[config.mk]
export PLATFORM = sky130hd
export DESIGN_NAME = seg_scan_ctrl
export DESIGN_NICKNAME = d
export VERILOG_FILES = /design/src/rtl/seg_scan_ctrl.sv
export SDC_FILE = /design/constraint.sdc
export NUM_CORES = 1
export LEC_CHECK = 0
export CAP_MARGIN = 20
export CORE_MARGIN = 4
export CORE_UTILIZATION = 45
export CTS_CLUSTER_DIAMETER = 50
export CTS_CLUSTER_SIZE = 24
export DETAILED_ROUTE_END_ITERATION = 7
export PLACE_DENSITY = 0.81
export SLEW_MARGIN = 20
export SYNTH_ARGS = -nofsm -noshare
export SYNTH_HDL_FRONTEND = slang
export SYNTH_SLANG_ARGS = --single-unit
[constraint.sdc]
create_clock -name clock -period 2.5 [get_ports clock]
set_clock_uncertainty 0.2 [all_clocks]
set_input_delay 0.25 -clock clock [delete_from_list [all_inputs] [get_ports clock]]
set_output_delay 0.25 -clock clock [all_outputs]
set_load 0.1 [all_outputs]
[src/rtl/seg_scan_ctrl.sv]
// seg_scan_ctrl: time-multiplexes eight active-low 7-segment patterns onto
// one shared segment bus plus an active-low digit-select bus.
//
// Scan order: digits are shown round-robin. Each enabled digit gets a
// blanking gap first, then its show time. Masked digits are skipped.
//
// Optional feature: define SEG_SCAN_DIM_EN to add the 4-bit 'dim' input.
// It PWM-dims the digit select during SHOW.
module seg_scan_ctrl #(
    parameter int SCAN_DIV  = 1000,
    parameter int BLANK_CYC = 16,
    parameter int CNT_W     = 16
) (
    input  logic        clock,
    input  logic        reset,
    input  logic        en,
    input  logic [7:0]  digit_mask,
    input  logic [63:0] seg_in,
`ifdef SEG_SCAN_DIM_EN
    input  logic [3:0]  dim,
`endif
    output logic [7:0]  seg_out,
    output logic [7:0]  an_out,
    output logic [2:0]  cur_digit,
    output logic        frame_tick
);

    typedef enum logic [1:0] {
        ST_IDLE  = 2'd0,
        ST_BLANK = 2'd1,
        ST_SHOW  = 2'd2
    } state_t;

    localparam logic [CNT_W-1:0] BLANK_LAST = CNT_W'(BLANK_CYC - 1);
    localparam logic [CNT_W-1:0] SHOW_LAST  = CNT_W'(SCAN_DIV - 1);

    // Result bit 3 is the wrap flag and bits 2:0 are the digit index.
    // The function looks for the lowest set mask bit strictly above cur.
    // If there is none, it wraps to the lowest set bit and sets the wrap flag.
    // An all-zero mask must be handled by the caller.
    function automatic logic [3:0] pick_next(input logic [7:0] mask,
                                             input logic [2:0] cur);
        logic [2:0] idx;
        logic       found;
        idx   = 3'd0;
        found = 1'b0;
        for (int i = 7; i >= 0; i--) begin
            if (mask[i] && (i > int'(cur))) begin
                idx   = 3'(i);
                found = 1'b1;
            end
        end
        if (!found) begin
            for (int i = 7; i >= 0; i--) begin
                if (mask[i]) begin
                    idx = 3'(i);
                end
            end
        end
        return {~found, idx};
    endfunction

    state_t          state_q;
    logic [CNT_W-1:0] cnt_q;
    logic [7:0]      seg_out_q;
    logic [7:0]      an_out_q;
    logic [2:0]      cur_digit_q;
    logic            frame_tick_q;

    logic [3:0]      next_sel_d;
    logic [3:0]      first_sel_d;
    logic [7:0]      an_sel_d;
    logic [7:0]      seg_slice_d;

    // Decode the next digit to scan and the pattern and select of the current digit.
    always_comb begin
        next_sel_d  = pick_next(digit_mask, cur_digit_q);
        first_sel_d = pick_next(digit_mask, 3'd7);
        an_sel_d    = ~(8'd1 << cur_digit_q);
        seg_slice_d = seg_in[{cur_digit_q, 3'b000} +: 8];
    end

`ifdef SEG_SCAN_DIM_EN
    logic [3:0] phase_q;
    logic [3:0] phase_inc_d;

    // Compute the PWM phase that the next SHOW cycle will see.
    always_comb begin
        phase_inc_d = phase_q + 4'd1;
    end
`endif

    // Scan sequencer: IDLE -> BLANK -> SHOW -> BLANK ..., with all outputs registered.
    always_ff @(posedge clock or negedge reset) begin
        if (!reset) begin
            state_q      <= ST_IDLE;
            cnt_q        <= '0;
            seg_out_q    <= 8'hFF;
            an_out_q     <= 8'hFF;
            cur_digit_q  <= 3'd0;
            frame_tick_q <= 1'b0;
`ifdef SEG_SCAN_DIM_EN
            phase_q      <= 4'd0;
`endif
        end else if (!en) begin
            state_q      <= ST_IDLE;
            cnt_q        <= '0;
            seg_out_q    <= 8'hFF;
            an_out_q     <= 8'hFF;
            frame_tick_q <= 1'b0;
`ifdef SEG_SCAN_DIM_EN
            phase_q      <= 4'd0;
`endif
        end else begin
            case (state_q)
                ST_IDLE: begin
                    seg_out_q    <= 8'hFF;
                    an_out_q     <= 8'hFF;
                    frame_tick_q <= 1'b0;
                    cnt_q        <= '0;
                    if (digit_mask != 8'h00) begin
                        cur_digit_q <= first_sel_d[2:0];
                        state_q     <= ST_BLANK;
                    end else begin
                        state_q     <= ST_IDLE;
                    end
                end
                ST_BLANK: begin
                    frame_tick_q <= 1'b0;
                    if (cnt_q == BLANK_LAST) begin
                        // Freeze this digit's pattern for its whole SHOW.
                        cnt_q     <= '0;
                        seg_out_q <= seg_slice_d;
                        an_out_q  <= an_sel_d;
                        state_q   <= ST_SHOW;
`ifdef SEG_SCAN_DIM_EN
                        phase_q   <= 4'd0;
`endif
                    end else begin
                        cnt_q     <= cnt_q + CNT_W'(1);
                        seg_out_q <= 8'hFF;
                        an_out_q  <= 8'hFF;
                    end
                end
                ST_SHOW: begin
                    if (cnt_q == SHOW_LAST) begin
                        cnt_q     <= '0;
                        seg_out_q <= 8'hFF;
                        an_out_q  <= 8'hFF;
                        if (digit_mask == 8'h00) begin
                            frame_tick_q <= 1'b0;
                            state_q      <= ST_IDLE;
                        end else begin
                            cur_digit_q  <= next_sel_d[2:0];
                            frame_tick_q <= next_sel_d[3];
                            state_q      <= ST_BLANK;
                        end
                    end else begin
                        cnt_q        <= cnt_q + CNT_W'(1);
                        frame_tick_q <= 1'b0;
`ifdef SEG_SCAN_DIM_EN
                        phase_q      <= phase_inc_d;
                        an_out_q     <= (phase_inc_d <= dim) ? an_sel_d : 8'hFF;
`endif
                    end
                end
                default: begin
                    state_q      <= ST_IDLE;
                    cnt_q        <= '0;
                    seg_out_q    <= 8'hFF;
                    an_out_q     <= 8'hFF;
                    frame_tick_q <= 1'b0;
                end
            endcase
        end
    end

    assign seg_out    = seg_out_q;
    assign an_out     = an_out_q;
    assign cur_digit  = cur_digit_q;
    assign frame_tick = frame_tick_q;

endmodule

==> After elaboration in Yosys (flattened, before gate mapping) <==
Index checks and enable logic that the tools add are counted.
{ "word_totals": {"register_bits": 38, "output_inout_bits": 20, "word_cells": 96} }
{ "op_classes": {"addsub": 1, "n_lt_le_gt_ge": 7, "eq_ne": 9, "shifts": 2, "mux": 56, "bitwise": 2, "n_reduce_logical": 13} }
{ "op_table": {"columns": ["op", "count"], "rows": [
  ["$mux W3", 27],
  ["$shiftx A64 B7 Y8", 1],
  ["$mux W16", 3],
  ["$mux W8", 5],
  ["$pmux W16 S2", 1],
  ["$pmux W8 S2", 2],
  ["$add A16 B1 Y16 const B", 1],
  ["$eq A16 B10 Y1 const B", 1],
  ["$eq A16 B4 Y1 const B", 1],
  ["$mux W1", 13],
  ["$gt A3 B3 Y1 const A", 4],
  ["$logic_not A8 Y1", 1],
  ["$not A8 Y8", 1],
  ["$reduce_bool A8 Y1", 1],
  ["$shl A1 B3 Y8 const A", 1],
  ["$logic_and A1 B1 Y1", 7],
  ["$gt A2 B3 Y1 const A", 2],
  ["$mux W2", 3],
  ["$ne A2 B2 Y1 const B", 3],
  ["$ne A3 B3 Y1 const B", 2],
  ["$pmux W2 S3", 1],
  ["$pmux W3 S2", 1],
  ["$reduce_and A5 Y1", 1],
  ["$gt A1 B3 Y1 const A", 1],
  ["6 further kinds", 6]
]} }

==> Depth between registers and ports, before layout <==
Gate-level depths: netlist (run 1).
{ "logic_depth": {"word_depth": 21, "depth_mapped": 7} }

==> Worst setup path before layout (run 1) <==
No wires, ideal clock.
{ "synth_timing": {"kind": "register to register", "start": "register cur_digit_q[0] (netlist: cur_digit[0])", "end": "register cur_digit_q[0] (netlist: cur_digit[0])", "arrival_ps": 2271, "required_ps": 2175, "slack_ps": -95, "stages_incl_launch_ff": 7, "path_cell_list": "dfrtp_1 -> buf_6 -> nor4b_2 -> a311oi_2 -> a31oi_1 -> mux2_2 -> mux2_2"} }
{ "synth_between": {"elab_chain_len": 21, "elab_cells_between_ends": 40, "cone_classes": "order compare (7); mux (26); reduce/logical (7)"} }
{ "synth_lines": {"columns": ["item", "line", "text"], "rows": [
  ["start, declared", "67", "logic [2:0] cur_digit_q;"],
  ["start signal, assigned", "122", "cur_digit_q <= first_sel_d[2:0];"],
  ["start signal, assigned", "154", "cur_digit_q <= next_sel_d[2:0];"],
  ["$gt A3 B3 Y1", "48", "if (mask[i] && (i > int'(cur))) begin"],
  ["$logic_and A1 B1 Y1", "48", null],
  ["$mux W3 (7 in series)", "48", null],
  ["$mux W3 (8 in series)", "55", "if (mask[i]) begin"],
  ["$mux W3 (*)", "53", "if (!found) begin"],
  ["$mux W3 (*)", "150", "if (digit_mask == 8'h00) begin"],
  ["$mux W3 (*)", "146", "if (cnt_q == SHOW_LAST) begin"],
  ["$pmux W3 S2 (*)", "115", "case (state_q)"]
]} }
Every way passes the cells marked *; elsewhere a longest branch is shown, timed or not. The select of a mux whose other input is x is not followed.
A chain may end at the register's enable or synchronous reset.

==> Worst setup path in the final report (run 1) <==
{ "layout_timing": {"start": "register cur_digit_q[1] (netlist: cur_digit[1])", "end": "register cur_digit_q[1] (netlist: cur_digit[1])"} }
Same word-level chain as after synthesis.

==> flow_summary.ini, run 1 <==
[power]
clock_power_share = 0.174
p_sw_mw = 0.843
p_per_area_nw_per_um2 = 628
total_power_mw = 2.27
p_int_mw = 1.43
p_seq_frac = 0.324
switching_share = 0.372
leakagePower_nw = 1.42
peakVddDrop_mv = 0.341
pwr-share-comb = 0.501

[timing]
fin_crit_ps = 2310
rsz0062_at_grt = false
post-route-period-util = 0.922
slew_headroom = 0.438
setup_viol = 0
whs_ps = 265
slew_violations = 0
worst_slew_pin_slew_ps = 842
final_hold_viol_count = 0
fin_setup_tns_ps = 0
fmax_mhz = 434

[cells_and_area]
area_growth_pct = 42.3
fin_util = 0.659
layout_commonest_cell = clkdlybuf4s50_1
multiInputGateArea_um2 = 1450
layout.nets = 420
nFillCells = 476
final_cell_mix = 73 x clkdlybuf4s50_1, 36 x nor2_1, 24 x buf_4, 20 x dfrtp_1
seqCellArea_um2 = 973
drive_gt1_frac = 0.236
antenna_cells = 0
final_area_um2 = 3610

[routing]
viasPerCell = 5.55
ant_nets = 0
drc_errors = 0
dr.first_iter.drc_count = 121
routedWlPerCell_um = 15.5
routed_wl_mm = 6.37
vias = 2281
dr.pass1.iters = 4

[die]
io_pins = 95
rows = 27
core_um2 = 5470
dieHeight_um = 83.1
die_w_um = 83.1
initial_utilization = 0.463
die-area_um2 = 6900

[synthesis]
synth_top_family_by_area = multiplexers
synth_fp_nets = 323
yosys.area_share.simple = 0.183
synth_edf_count = 0
synth_compound_area_frac = 0.116
synthXorXnorAreaFrac = 0.0483
syn-cell-area_um2 = 2540
seq_area_frac_synth = 0.383
synth.distinct_cells = 51
synth_fa_ha_area_frac = 0.0296
synthArstFlopShare = 1.00
muxShareOfSynthArea = 0.195
synth.avg_cell_area_um2 = 10.5
synth-seq-cells = 38
netlist_instances = 242
yosysWarnings = 0
synth_ff_type = dfrtp_1

[global_route]
grt_antenna_before_repair = 0
grt_max_degree = 39
grt.overflow.total = 0
grt_use_total = 0.188
grt_pass1_wl_mm = 10.6
grt_pass1_vias = 2421

[cts]
htree_levels = 2
clock_path_buffers = 2
clk_latency_ps = 290
path_clk_slew_ps = 70
cts_tree = yes
cts-buffers-inserted = 5
cts_sinks = 38
root_buffer = clkbuf_8

[place]
place_hpwl_mm = 5.10
port_buffers = 94
place_area_um2 = 3520
finalWeightedCongestion = 0.803

[setup_path]
cp.buffers_inverters = 1
crit_start = cur_digit[1]$_DFFE_PN0P_
r2r-start = cur_digit[1]$_DFFE_PN0P_
slowest_delay_ps = 660
crit_family = flip-flops
path_class = register to register
crit_chain = buf_4 -> nand2b_1 -> a21boi_0 -> a2bb2oi_1 -> o32ai_1 -> mux2_2
required_ps = 2480
arrival_ps = 2280
cp_max_fo = 18
slowest_stage = dfrtp_1
cp-end-kind = register
worstSetupStartpointType = register

[job]
drv_cap = 0

[worst_hold_path]
hp-class = register to register
hold_start = cnt_q[0]$_DFF_PN0_

[status]
status = complete, no violations
[layout make-up]
type / count / share of cell area
multi-input combinational: 184 / 0.403
clock inverter: 2 / 0.00277
inverter: 9 / 0.0132
clock buffer: 5 / 0.0191
timing repair buffer: 101 / 0.268
sequential: 38 / 0.270
tap: 72 / 0.0250
[synth_stat cells (2+ instances only)]
library cell	count	area, um^2
mux2i_1	9	90.1
a21o_1	2	15.0
o21ai_1	2	10.0
xor2_1	9	78.8
or4_1	2	15.0
o32ai_1	2	17.5
nor2b_1	4	25.0
mux2_2	3	33.8
xnor2_1	5	43.8
clkbuf_1	3	11.3
nand3_1	6	30.0
and4_1	2	17.5
and2_1	4	25.0
a2bb2oi_1	2	17.5
mux4_2	16	360
nand2_1	9	33.8
dfrtp_1	22	551
inv_1	7	26.3
nor3_1	11	55.1
nand2b_1	2	12.5
buf_2	5	25.0
buf_6	2	22.5
nor4_1	3	18.8
a31oi_1	10	62.6
nand4_1	5	31.3
a21oi_1	12	60.1
dfstp_2	16	420
ha_1	6	75.1
nor2_1	36	135
and3_1	4	25.0
[what timing repair did]
| action | in CTS | in global routing |
|---|---|---|
| hold buffers | 1 | 0 |
| gates resized for setup | 0 | 1 |
| setup endpoints to repair | 0 | 2 |
| endpoints found under the hold margin | 22 | 0 |
| setup buffers | 0 | 0 |
[through the flow]
| step | instances | worst slack [ps] |
|---|---|---|
| 6_report | 411 | 194 |
| 2_1_floorplan | 242 | 8.20 |
| 5_1_grt | 411 | 84.1 |
| 4_1_cts | 411 | 213 |
| 3_5_place_dp | 403 | 59.5 |
| 3_3_place_gp | 403 | 131 |
[path summary, 6_finish.rpt]
check / end / slack, ps / cells after the start
setup / recovery: cur_digit[1]$_DFFE_PN0P_ / 190 / 6
hold / removal: cnt_q[0]$_DFF_PN0_ / 260 / 1
setup reg to reg: cur_digit[1]$_DFFE_PN0P_ / 190 / 6
hold reg to reg: cnt_q[0]$_DFF_PN0_ / 260 / 1
max in group asynchronous: cur_digit[0]$_DFFE_PN0P_ / 1120 / 2
min in group asynchronous: cnt_q[5]$_DFF_PN0_ / 400 / 2
[power by group through the flow]
stage | Sequential (mW) | Combinational, mW | Clock [mW]
global route | 0.746 | 1.23 | 0.434
detailed placement | 0.745 | 1.14 | 0
floorplan | 0.827 | 0.749 | 0
CTS | 0.733 | 1.15 | 0.405
finish | 0.736 | 1.14 | 0.395
global placement | 0.742 | 1.12 | 0
[logic make-up (layout without fill, tap and decap cells)]
kind of cell	count (synthesis)	in the layout
multiplexers	29	29
AO/OA/AOI/OAI	43	43
flip-flops	38	38
adder cells (fa/ha/maj)	6	6
AND/OR/NAND/NOR	92	92
buffers and inverters	20	117
XOR/XNOR	14	14
[registers in the layout, summed over array words and instances, names as in the netlist]
register / count
cnt_q: 16
an_out: 8
seg_out: 8
cur_digit: 3
state_q: 2
frame_tick: 1
[layer usage]
layer / share of wire / track usage
met5: 0 / 0
met4: 0.010 / 0.0565
met3: 0.077 / 0.0556
met2: 0.52 / 0.342
met1: 0.39 / 0.212
[worst register-to-register path: stages, from the launching register on]
cell and delay [ps]:
dfrtp_1 660, buf_4 350, nand2b_1 160, a21boi_0 280
a2bb2oi_1 180, o32ai_1 90, mux2_2 270
Power figures use the tool's default switching activity.
==> run 2: changes to the inputs <==
--- a/config.mk
+++ b/config.mk
@@ -11,6 +11,7 @@
 export CTS_CLUSTER_DIAMETER = 50
 export CTS_CLUSTER_SIZE = 24
 export DETAILED_ROUTE_END_ITERATION = 7
+export GPL_TIMING_DRIVEN = 0
 export PLACE_DENSITY = 0.81
 export SLEW_MARGIN = 20
 export SYNTH_ARGS = -nofsm -noshare
==> flow_summary.ini, run 2 (synthesized netlist as in run 1, its figures left out) <==
[global_route]
met1_usage = 0.216
grt_util_met3 = 0.0565
grt_max_degree = 26
grt_use_met2 = 0.362
grt.overflow.total = 0
grt_antenna_before_repair = 0
grt_pass1_vias = 2342
grt_pass1_wl_mm = 10.9
grt-busiest-layer = met2
grt_use_total = 0.197

[setup_path]
r2r_cells = 6
r2r_end = cur_digit[0]$_DFFE_PN0P_
cp.buffers_inverters = 1
reg2reg_slack_ps = 180
slowest_delay_ps = 1130
r2r-start = cur_digit[0]$_DFFE_PN0P_
required_ps = 2050
cp_max_fo = 2
crit_family = buffers and inverters
arrival_ps = 1980
path_class = register to output port
worstSetupStartpointType = register
crit_chain = clkdlybuf4s50_1
cp-end-kind = output port
slowest_stage = clkdlybuf4s50_1

[timing]
post-route-period-util = 0.971
fin_crit_ps = 2430
worst_slack_ps = 73.7
slew_violations = 0
slew_headroom = 0.343
final_hold_viol_count = 0
fmax_mhz = 412
rsz0062_at_grt = false
worst_slew_pin_slew_ps = 983
setup_viol = 0

[cts]
post-cts-setup-buffers = 0
cts_resized = 0
clk_latency_ps = 300
cts_sinks = 38
clock_path_buffers = 2
htree_levels = 2
path_clk_slew_ps = 80
cts_tree = yes
cts-buffers-inserted = 5
root_buffer = clkbuf_8

[routing]
drc_errors = 0
vias = 2283
dr.first_iter.drc_count = 162
ant_nets = 0
routed_wl_mm = 6.71
viasPerCell = 5.46
routedWlPerCell_um = 16.0
dr.pass1.iters = 6

[place]
finalWeightedCongestion = 0.821
place_inst = 409
place_hpwl_mm = 5.41
port_buffers = 94
place_ws_ps = -24.9

[worst_hold_path]
hp-class = input port to asynchronous set/reset pin

[die]
die_w_um = 83.1
core_um2 = 5470
io_pins = 95
die-area_um2 = 6900
rows = 27
dieHeight_um = 83.1
initial_utilization = 0.463

[power]
total_power_mw = 2.34
peakVddDrop_mv = 0.361
leakagePower_nw = 1.43
p_per_area_nw_per_um2 = 634

[cells_and_area]
layout.nets = 426
drive_gt1_frac = 0.179
largest_register_ff_count = 16
instances_no_fill = 418
nFillCells = 452
final_cell_mix = 93 x clkdlybuf4s50_1, 36 x nor2_1, 20 x dfrtp_1, 16 x mux4_2, 16 x dfstp_2
fin_util = 0.674
regMostFlops = cnt_q
layout_commonest_cell = clkdlybuf4s50_1
area_growth_pct = 45.3
antenna_cells = 0

[status]
status = complete, no violations

[job]
drv_cap = 0
## run 2: worst max-delay path by stage
stage,startpoint,endpoint,slack [ps],cells past startpoint
2_1_floorplan,cur_digit[1]$_DFFE_PN0P_,cur_digit[0]$_DFFE_PN0P_,8,6
3_5_place_dp,digit_mask[1],cur_digit[0]$_DFFE_PN0P_,-20,6
6_report,seg_out[4]$_DFFE_PN1P_,seg_out[4],70,1
4_1_cts,seg_out[3]$_DFFE_PN1P_,seg_out[3],60,1
3_3_place_gp,reset,cur_digit[0]$_DFFE_PN0P_,20,1
5_1_grt,seg_out[4]$_DFFE_PN1P_,seg_out[4],30,1
## run 2: layout make-up
cell class | instances | area [um^2] | area share
Buffer | 11 | 66.3 | 0.0180
Clock buffer | 7 | 86.3 | 0.0234
Clock inverter | 1 | 5.00 | 0.00136
Inverter | 9 | 47.5 | 0.0129
Multi-Input combinational cell | 184 | 1450 | 0.394
Sequential cell | 38 | 973 | 0.264
Tap cell | 72 | 90.1 | 0.0244
Timing Repair Buffer | 96 | 966 | 0.262
## run 2: through the flow
step / cell area, um^2 / setup TNS (ps) / hold slack [ps]
final: 3690 / 0 / 169
after global routing: 3690 / 0 / 216
after CTS: 3690 / 0 / 173
after detailed placement: 3580 / -24.9 / -42.0
after global placement: 3570 / 0 / 254
after floorplan: 2540 / 0 / -246
## run 2: repair_timing
item                                   in CTS  in global routing
hold buffers                                1                  0
setup endpoints to repair                   0                  0
endpoints found under the hold margin      30                  0
## run 2: power by group
part	switching [mW]	internal, mW
clock	0.220	0.223
sequential	0.0408	0.652
combinational	0.617	0.584
## run 2: layer usage
metal	wire length (um)	part of all wire
met4	85	0.013
met2	3500	0.52
met3	495	0.074
met1	2630	0.39
met5	0	0
==> run 3: changes to the inputs <==
--- a/config.mk
+++ b/config.mk
@@ -5,14 +5,16 @@
 export SDC_FILE = /design/constraint.sdc
 export NUM_CORES = 1
 export LEC_CHECK = 0
+export ABC_AREA = 1
 export CAP_MARGIN = 20
 export CORE_MARGIN = 4
-export CORE_UTILIZATION = 45
+export CORE_UTILIZATION = 46
 export CTS_CLUSTER_DIAMETER = 50
 export CTS_CLUSTER_SIZE = 24
 export DETAILED_ROUTE_END_ITERATION = 7
 export GPL_TIMING_DRIVEN = 0
-export PLACE_DENSITY = 0.81
+export MAX_ROUTING_LAYER = met4
+export PLACE_DENSITY = 0.82
 export SLEW_MARGIN = 20
 export SYNTH_ARGS = -nofsm -noshare
 export SYNTH_HDL_FRONTEND = slang
==> flow_summary.ini, run 3 <==
[power]
clock_power_share = 0.158
p_seq_frac = 0.259
p_per_area_nw_per_um2 = 719
peakVddDrop_mv = 0.426
p_int_mw = 1.44
switching_share = 0.475
p_sw_mw = 1.31
pwr-share-comb = 0.583
leakagePower_nw = 1.61

[cells_and_area]
final_area_um2 = 3820
layout.nets = 562
largest_register_ff_count = 16
drive_gt1_frac = 0.131
antenna_cells = 0
regMostFlops = cnt_q
area_growth_pct = 43.0
final_cell_mix = 135 x nand2_1, 93 x clkdlybuf4s50_1, 35 x inv_1, 30 x nor2_1, 26 x nand4_1
layout_commonest_cell = nand2_1

[synthesis]
synth_edf_count = 0
synth_commonest_cells = 135 x nand2_1, 35 x inv_1, 30 x nor2_1
synth.avg_cell_area_um2 = 7.07
netlist_instances = 378
synth-seq-cells = 38
yosysMostFrequentCell = nand2_1
seq_area_frac_synth = 0.363
synth.distinct_cells = 33
synthArstFlopShare = 1.00
synth_top_cell_area_share = 0.206
synthTopCellsByArea = dfrtp_1 21%, nand2_1 19%, dfstp_2 16%, nand4_1 6.1%, inv_1 4.9%
synth_top_cell_by_area = dfrtp_1
synth_ff_type = dfrtp_1
synth_fp_nets = 459
yosysWarnings = 0
syn-cell-area_um2 = 2670

[global_route]
grt_pass1_vias = 2820
grt_max_degree = 28
grt_pass1_wl_mm = 13.6
grt.overflow.total = 0
grt_use_total = 0.237
grt_antenna_before_repair = 0

[place]
place_area_um2 = 3720
finalWeightedCongestion = 0.934
port_buffers = 94
place_hpwl_mm = 6.31

[cts]
path_clk_slew_ps = 70
clock_path_buffers = 2
cts-buffers-inserted = 5
clk_latency_ps = 290
htree_levels = 2
cts_resized = 0
root_buffer = clkbuf_8
cts_tree = yes
cts_sinks = 38

[timing]
rsz0062_at_grt = false
slew_headroom = 0.330
fin_crit_ps = 2440
slew_violations = 0
fmax_mhz = 409
worst_slew_pin_slew_ps = 1000
fin_setup_tns_ps = 0
post-route-period-util = 0.978
setup_viol = 0
final_hold_viol_count = 0

[routing]
drc_errors = 0
ant_nets = 0
routed_wl_mm = 7.95
dr.first_iter.drc_count = 157
vias = 2867
viasPerCell = 5.18
dr.pass1.iters = 4
routedWlPerCell_um = 14.3

[setup_path]
worstSetupStartpointType = register
crit_chain = clkdlybuf4s50_1
required_ps = 2050
cp.buffers_inverters = 1
slowest_stage = clkdlybuf4s50_1
slowest_delay_ps = 1190
path_class = register to output port
cp-end-kind = output port
cp_max_fo = 7
arrival_ps = 1990
crit_family = buffers and inverters

[die]
die_w_um = 84.2
dieHeight_um = 84.2
io_pins = 95
rows = 27
die-area_um2 = 7100
initial_utilization = 0.480
core_um2 = 5570

[worst_hold_path]
hp-class = input port to asynchronous set/reset pin

[status]
status = complete, no violations

[job]
drv_cap = 0
run 3: layout make-up:
type / instances / area (um^2)
Tap cell: 72 / 90.1
Clock inverter: 2 / 11.3
Buffer: 13 / 92.6
Sequential cell: 38 / 971
Clock buffer: 6 / 82.6
Fill cell: 477 / 1750
Multi-Input combinational cell: 289 / 1470
Timing Repair Buffer: 96 / 966
Inverter: 38 / 143
run 3: worst paths after layout:
check	start	to	cells past startpoint	slack, ps
max in group asynchronous	reset	seg_out[4]$_DFFE_PN1P_	3	1410
min	reset	cnt_q[10]$_DFF_PN0_	2	180
min in group clock	cnt_q[0]$_DFF_PN0_	cnt_q[0]$_DFF_PN0_	1	270
min reg2reg	cnt_q[0]$_DFF_PN0_	cnt_q[0]$_DFF_PN0_	1	270
max	cur_digit[0]$_DFFE_PN0P_	cur_digit[0]	1	60
max reg2reg	cnt_q[0]$_DFF_PN0_	cnt_q[11]$_DFF_PN0_	9	530
run 3: per-stage QoR:
| stage | setup slack (ps) | utilization | total power [mW] | hold WS [ps] | std cells |
|---|---|---|---|---|---|
| finish | 56.1 | 0.686 | 2.75 | 181 | 554 |
| floorplan | 270 | - | 1.84 | -246 | 378 |
| global placement | 170 | 0.665 | 2.29 | 250 | 544 |
| detailed placement | 367 | 0.667 | 2.32 | -40.9 | 545 |
| CTS | 46.8 | 0.686 | 2.76 | 178 | 554 |
| global route | 1.59 | 0.686 | 2.97 | 225 | 554 |
run 3: power by group through the flow:
stage / registers (mW) / clock network (mW) / logic (mW)
2_1_floorplan: 0.893 / 0 / 0.950
3_3_place_gp: 0.718 / 0 / 1.57
3_5_place_dp: 0.722 / 0 / 1.60
4_1_cts: 0.711 / 0.441 / 1.61
5_1_grt: 0.721 / 0.472 / 1.77
6_report: 0.712 / 0.433 / 1.60
run 3: layer usage:
layer,global-route usage,up-vias,part of all wire
li1,-,1448,-
met1,0.305,1317,0.44
met2,0.390,91,0.48
met3,0.0442,11,0.064
met4,0.0482,0,0.012
met5,-,-,0
run 3: what timing repair did:
action,CTS,global route
setup endpoints to repair,0,0
hold buffers,1,0
buffers inserted,0,0
endpoints found under the hold margin,22,0
run 3: cell families (layout without fill, tap and decap cells):
logic type	count (synthesis)	in the layout	synth area share
buf+inv	51	155	0.0880
simple gates	247	247	0.425
fa+ha+maj	6	6	0.0281
xor+xnor	6	6	0.0197
compound gates	30	30	0.0763
flops	38	38	0.363
